$ cat config.mk
export PLATFORM = sky130hd
export DESIGN_NAME = button_debouncer
export DESIGN_NICKNAME = d
export VERILOG_FILES = /design/src/rtl/button_debouncer.sv
export SDC_FILE = /design/constraint.sdc
export NUM_CORES = 1
export LEC_CHECK = 0
export CELL_PAD_IN_SITES_DETAIL_PLACEMENT = 0
export CELL_PAD_IN_SITES_GLOBAL_PLACEMENT = 2
export CORE_MARGIN = 4
export CORE_UTILIZATION = 30
export DETAILED_ROUTE_END_ITERATION = 10
export PLACE_DENSITY_LB_ADDON = 0.1
export REMOVE_ABC_BUFFERS = 1
export SETUP_SLACK_MARGIN = 0.02
export SLEW_MARGIN = 20
export SYNTH_ARGS = -nofsm -noshare
export SYNTH_HDL_FRONTEND = slang
export SYNTH_SLANG_ARGS = --single-unit
$ cat constraint.sdc
create_clock -name clk -period 3.82 [get_ports clk]
set_input_delay 0.955 -clock clk [delete_from_list [all_inputs] [get_ports clk]]
set_output_delay 0.955 -clock clk [all_outputs]
set_load 0.01 [all_outputs]
$ cat src/rtl/button_debouncer.sv
// Multi-channel push-button debouncer with press/release/auto-repeat pulses.
// The release and repeat ports carry a _pulse suffix because both bare words are SystemVerilog keywords.
module button_debouncer #(
  parameter int NUM_BTN        = 4,
  parameter int SAMPLE_TOP     = 99999,
  parameter int STABLE_SAMPLES = 10,
  parameter int REPEAT_DELAY   = 500,
  parameter int REPEAT_RATE    = 100
) (
  input  logic               clk,
  input  logic               rst,
  input  logic [NUM_BTN-1:0] btn_in,
  output logic [NUM_BTN-1:0] btn_state,
  output logic [NUM_BTN-1:0] press,
  output logic [NUM_BTN-1:0] release_pulse,
  output logic [NUM_BTN-1:0] repeat_pulse,
  output logic               tick
);

  localparam int PW   = (SAMPLE_TOP > 0) ? $clog2(SAMPLE_TOP + 1) : 1;
  localparam int CW   = (STABLE_SAMPLES > 1) ? $clog2(STABLE_SAMPLES) : 1;
  localparam int RMAX = (REPEAT_DELAY > REPEAT_RATE) ? REPEAT_DELAY
                                                     : REPEAT_RATE;
  localparam int RW   = (RMAX > 1) ? $clog2(RMAX) : 1;

  typedef enum logic [1:0] {
    IDLE,
    DELAY,
    RPT
  } rstate_t;

  logic [NUM_BTN-1:0] meta, sync;
  logic [PW-1:0]      pcnt, pcnt_d;
  logic [CW-1:0]      cnt_q  [NUM_BTN];
  logic [CW-1:0]      cnt_d  [NUM_BTN];
  logic [RW-1:0]      rcnt_q [NUM_BTN];
  logic [RW-1:0]      rcnt_d [NUM_BTN];
  rstate_t            rs_q   [NUM_BTN];
  rstate_t            rs_d   [NUM_BTN];
  logic [NUM_BTN-1:0] state_d, press_d, rel_d, rep_d;

  // Two-flop synchronizer for the raw asynchronous button levels
  always_ff @(posedge clk or posedge rst) begin
    if (rst) begin
      meta <= '0;
      sync <= '0;
    end else begin
      meta <= btn_in;
      sync <= meta;
    end
  end

  // Prescaler next count, wrapping after the terminal value
  always_comb begin
    pcnt_d = pcnt + PW'(1);
    if (pcnt == PW'(SAMPLE_TOP))
      pcnt_d = '0;
  end

  // Prescaler register; tick is registered to coincide with the terminal count
  always_ff @(posedge clk or posedge rst) begin
    if (rst) begin
      pcnt <= '0;
      tick <= 1'b0;
    end else begin
      pcnt <= pcnt_d;
      tick <= (pcnt_d == PW'(SAMPLE_TOP));
    end
  end

  // Debounce decision: count consecutive disagreeing samples on each tick
  always_comb begin
    state_d = btn_state;
    press_d = '0;
    rel_d   = '0;
    for (int i = 0; i < NUM_BTN; i++) begin
      cnt_d[i] = cnt_q[i];
      if (tick) begin
        if (sync[i] == btn_state[i]) begin
          cnt_d[i] = '0;
        end else if (cnt_q[i] == CW'(STABLE_SAMPLES - 1)) begin
          cnt_d[i]   = '0;
          state_d[i] = sync[i];
          press_d[i] = sync[i];
          rel_d[i]   = ~sync[i];
        end else begin
          cnt_d[i] = cnt_q[i] + CW'(1);
        end
      end
    end
  end

  // Repeat FSM next state; a release on the same tick masks a due repeat
  always_comb begin
    rep_d = '0;
    for (int i = 0; i < NUM_BTN; i++) begin
      rs_d[i]   = rs_q[i];
      rcnt_d[i] = rcnt_q[i];
      if (tick) begin
        case (rs_q[i])
          IDLE: begin
            if (press_d[i]) begin
              rs_d[i]   = DELAY;
              rcnt_d[i] = '0;
            end
          end
          DELAY: begin
            if (rel_d[i]) begin
              rs_d[i]   = IDLE;
              rcnt_d[i] = '0;
            end else if (rcnt_q[i] == RW'(REPEAT_DELAY - 1)) begin
              rs_d[i]   = RPT;
              rcnt_d[i] = '0;
              rep_d[i]  = 1'b1;
            end else begin
              rcnt_d[i] = rcnt_q[i] + RW'(1);
            end
          end
          RPT: begin
            if (rel_d[i]) begin
              rs_d[i]   = IDLE;
              rcnt_d[i] = '0;
            end else if (rcnt_q[i] == RW'(REPEAT_RATE - 1)) begin
              rcnt_d[i] = '0;
              rep_d[i]  = 1'b1;
            end else begin
              rcnt_d[i] = rcnt_q[i] + RW'(1);
            end
          end
          default: begin
            rs_d[i]   = IDLE;
            rcnt_d[i] = '0;
          end
        endcase
      end
    end
  end

  // Per-channel state and registered one-clock event pulses
  always_ff @(posedge clk or posedge rst) begin
    if (rst) begin
      btn_state     <= '0;
      press         <= '0;
      release_pulse <= '0;
      repeat_pulse  <= '0;
      for (int i = 0; i < NUM_BTN; i++) begin
        cnt_q[i]  <= '0;
        rcnt_q[i] <= '0;
        rs_q[i]   <= IDLE;
      end
    end else begin
      btn_state     <= state_d;
      press         <= press_d;
      release_pulse <= rel_d;
      repeat_pulse  <= rep_d;
      for (int i = 0; i < NUM_BTN; i++) begin
        cnt_q[i]  <= cnt_d[i];
        rcnt_q[i] <= rcnt_d[i];
        rs_q[i]   <= rs_d[i];
      end
    end
  end

endmodule

* Yosys cells after proc, flatten, opt, wreduce, memory -nomap -nowiden
Cells that the tools add are included.
Word-level totals: flip-flop bits (word level) 102, input port bits 6, output and inout bits 17, word-level logic and storage cells 195
Operators by class: $add $sub $neg 9, eq/ne operators 38, mux-type cells 101, bitwise logic cells 8, reduce and logical (&&, ||, !) cells 16
Operator list (count):
- 9-bit two-way mux | 20
- 9-bit one-hot mux with 3 select lines | 4
- 1-bit two-way mux | 44
- 9-bit by 1-bit adder with 9-bit output (second input constant) | 4
- 9-bit by 7-bit equality test with 1-bit output (second input constant) | 4
- 9-bit equality test (second input constant) | 4
- 17-bit equality test (second input constant) | 2
- 2-bit two-way mux | 16
- 4-bit two-way mux | 8
- 2-bit one-hot mux with 3 select lines | 4
- 17-bit by 1-bit adder with 17-bit output (second input constant) | 1
- 17-bit two-way mux | 1
- 4-bit by 1-bit adder with 4-bit output (second input constant) | 4
- 4-bit equality test (second input constant) | 4
- 2-bit inequality test (second input constant) | 8
- 4-bit AND reduction | 4
- 3-bit inequality test (second input constant) | 4
- 3-bit AND reduction | 4
- 2-bit by 1-bit equality test with 1-bit output (second input constant) | 4
- 2-bit equality test (second input constant) | 4
- 2-bit zero test | 4
- 1-bit NOT | 8
- 1-bit one-hot mux with 2 select lines | 4
- 2-bit AND reduction | 4
- 1-bit equality test | 4

* Depth between registers and ports, before layout
depth in word-level cells 7, depth in mapped cells 8, gate-level depth less buffers 7

* Worst setup path before layout
Ideal clock, no wire load.
path type register to register, start register pcnt[0], end register tick, library setup time 0.096 ns, arrival 1.741 ns, data required time 3.724 ns, setup slack 1.984 ns, stages on the path, launching flop included 8, path buffers 1, period minus slack after synthesis 1.836 ns, cell sequence dfrtp_1 > ha_1 > and4_4 > and4_1 > buf_2 > a211oi_1 > o22ai_1 > nor4_2
Between the ends: cells in the longest elaborated chain, start to end 3, elaborated cells between the ends (all ways) 4, those cells by class add/sub: 1; eq/ne: 2; mux: 1
RTL lines:
- start, declared | RTL line 33 | logic [PW-1:0] pcnt, pcnt_d;
- start signal, assigned | RTL line 66 | pcnt <= pcnt_d;
- 17-bit by 1-bit adder with 17-bit output or 17-bit equality test (tied branches) | RTL line 55, 56
- 17-bit two-way mux (*) | RTL line 56 | if (pcnt == PW'(SAMPLE_TOP))
- 17-bit equality test (*) | RTL line 67 | tick <= (pcnt_d == PW'(SAMPLE_TOP));
- end signal, assigned | RTL line 67
- end, declared | RTL line 17 | output logic tick
Mark *: on every way between the ends. The rest lies on a longest branch, timed or not. A chain may end at the register's enable or synchronous reset.

* Worst setup path after layout
start register btn_state[1], end output btn_state[1]
RTL lines:
- start, declared | RTL line 13 | output logic [NUM_BTN-1:0] btn_state,
- start signal, assigned | RTL line 152 | btn_state <= state_d;
No word-level cell between the ends.

==> qor.txt <==
Run status: completed
Total core area: 17900 sq um
Final instance area: 6240 sq um
CP Launch Type: register
Max Root-Sink Buffers: 2
TritonCTS Sinks: 102
Largest net degree at the start of global routing: 51
DIE AREA: 20400 sq um
Share of post-route cells with drive strength above 1: 0.0851
Crit path max fanout: 5
IO Pins: 23
Vias/cell: 5.13
Post-CTS Setup Bufs: 0
Overall Global Routing Usage: 0.126
Top cell type's share of synthesized area: 0.469
Critical Path RT: 2860 ps
Post-synthesis sequential area ratio: 0.469
Mapped Cells: 546
#FFs+latches synth: 102
Synth async-reset ratio: 1.00
Global-route wire length before repair: 20.9 mm
EDFF count, synth: 0
Post-Syn Area: 5450 sq um
Synth cell types: 64
Final Max Slew Viols: 0
DR vias: 4130
DRT iter0 DRCs: 201
Grt ovf: 0
Fmax: 434 MHz
Top_reg_cell synth: dfrtp_1
Dominant cells by area after synthesis: dfrtp_1 47%, ha_1 5.7%, nand3_1 3.4%
Clk_lat worst skew: 350 ps
Final Setup Violations: 0
Worst VDD drop: 0.000209 V
Residual DRC: 0
Yosys Warn Count: 0
Critical Path Max Stage Delay: 570 ps
Final worst path period need: 2300 ps
Endpoint class of the critical path: output pin
TritonCTS clock tree: yes
Total CTS buffers: 9
Clock tree root buffer cell: clkbuf_16
Buf/Inv on CP: 1
Worst Clk Skew: 7.21 ps
Row count: 49
Slowest CP cell: clkdlybuf4s50_1
Final hold violations: 0
Diode count: 0
Initial antenna violation count: 0
Cts hold-fix bufs: 0
Unrepaired setup endpoints after global routing: no
Die height: 143 um
Pleak: 0.00268 uW
Avg Inst Size Synth: 9.97 sq um
Max H-tree Level: 3
Number of port buffers: 22
RePlAce Congestion: 0.774
Max-slew headroom: 0.515
Critical Path AT: 1350 ps
Vias in the first global route: 4245
Tightest Hold Check Type: register to register
Fill cell count: 1801
Area of the multi-input gates: 2720 sq um
Crit-path cells: clkdlybuf4s50_1
Routed Antenna Nets: 0
First-pass iteration count of the detailed router: 4
Cts repair resizes: 0
Final wirelength: 11.8 mm
PD cells: 330 nW/um^2
Die Wd: 143 um
DR WL/cell: 14.6 um
Worst Max-Slew Pin Slew: 724 ps
Initial Util: 0.304
FF+latch area: 2550 sq um
WS Path Type: register to output pin
Hpwl dp: 8.29 mm
Nets: 602
Placement Cell Area: 5940 sq um
Hold WS: 356 ps
Synth area leader: dfrtp_1
CTS clock-pin slew for the worst setup and hold paths: 70 ps
Setup tns final: 0 ps
Period utilization: 0.603
Maxcap violations: 0
CP top delay family: buffers and inverters
Layout overhead on the synthesized area: 14.6%
## through the flow
stage | total power, uW | setup slack (ps) | util | cells
after floorplan | 1130 | 190 | - | 535
after global placement | 1140 | 1640 | 0.332 | 789
after detailed placement | 1150 | 1610 | 0.332 | 789
after CTS | 2110 | 1470 | 0.349 | 805
after global routing | 2150 | 1430 | 0.349 | 805
final | 2060 | 1520 | 0.349 | 805
## cell families after synthesis
logic type               count (synthesis)  share of synthesized area
AND/OR/NAND/NOR                        223                      0.230
buffers and inverters                   43                     0.0310
multiplexers                            14                     0.0280
flip-flops                             102                      0.469
adder cells (fa/ha/maj)                 25                     0.0574
AO/OA/AOI/OAI                          115                      0.146
XOR/XNOR                                24                     0.0386
## Yosys cell counts (all sizes together) (5+ instances only)
| master | number |
|---|---|
| a22o | 15 |
| dfrtp | 102 |
| buf | 7 |
| and4 | 9 |
| nand4 | 14 |
| nand2 | 42 |
| nand3 | 37 |
| nor2b | 7 |
| a21o | 5 |
| xor2 | 15 |
| o31ai | 8 |
| inv | 32 |
| nor2 | 40 |
| and3 | 11 |
| ha | 25 |
| o21ai | 37 |
| o22ai | 12 |
| xnor2 | 9 |
| nand2b | 7 |
| or4 | 5 |
| nor4 | 5 |
| or3 | 6 |
| nand4b | 7 |
| nor3 | 13 |
| and2 | 5 |
| a31oi | 6 |
| mux2 | 10 |
| a21oi | 11 |
## path summary, 6_finish.rpt
| path | from | endpoint | slack, ps | depth (start not counted) |
|---|---|---|---|---|
| max | btn_state[1] | btn_state[1] | 1520 | 1 |
| min | meta[0] | sync[0] | 360 | 0 |
| max reg2reg | tick | rcnt_q[18] | 1660 | 6 |
| min reg2reg | meta[0] | sync[0] | 360 | 0 |
| max in group asynchronous | rst | rcnt_q[28] | 2090 | 3 |
| min in group asynchronous | rst | sync[3] | 980 | 2 |
## registers in the layout, indices dropped and copies added, names as in the netlist
name / flops
btn_state: 4
cnt_q: 16
meta: 4
pcnt: 17
press: 4
rcnt_q: 36
release_pulse: 4
repeat_pulse: 4
rs_q: 8
sync: 4
tick: 1
## placed cells by master (no fill, tap or decap), drive strengths merged, types with 8 or more instances in the layout
cell type | Yosys | final
nand4 | 14 | 14
o31ai | 8 | 8
xnor2 | 9 | 9
nand2 | 42 | 42
clkbuf | 4 | 11
nor2 | 40 | 40
o21ai | 37 | 37
xor2 | 15 | 15
ha | 25 | 25
and3 | 11 | 11
inv | 32 | 32
clkdlybuf4s50 | 0 | 22
and4 | 9 | 9
o22ai | 12 | 12
a21oi | 11 | 11
dfrtp | 102 | 102
nand3 | 37 | 37
mux2 | 10 | 10
nor3 | 13 | 13
a22o | 15 | 15
## where the power goes
part | internal [uW] | switching, uW | total [uW]
combinational | 9.18 | 25.0 | 34.2
sequential | 1080 | 3.43 | 1090
clock | 526 | 413 | 940
## cell type report
| class | instances | area share |
|---|---|---|
| Clock inverter | 5 | 0.00942 |
| Sequential cell | 102 | 0.409 |
| Clock buffer | 11 | 0.0389 |
| Multi-Input combinational cell | 401 | 0.436 |
| Timing Repair Buffer | 25 | 0.0409 |
| Tap cell | 229 | 0.0459 |
| Inverter | 32 | 0.0196 |
## metal layers
metal / GRT usage / wire length, um
met4: 0.0410 / 164
met3: 0.0305 / 312
met2: 0.200 / 5400
met1: 0.169 / 5880
met5: 0 / 0
(Power assumes the default switching activity.)
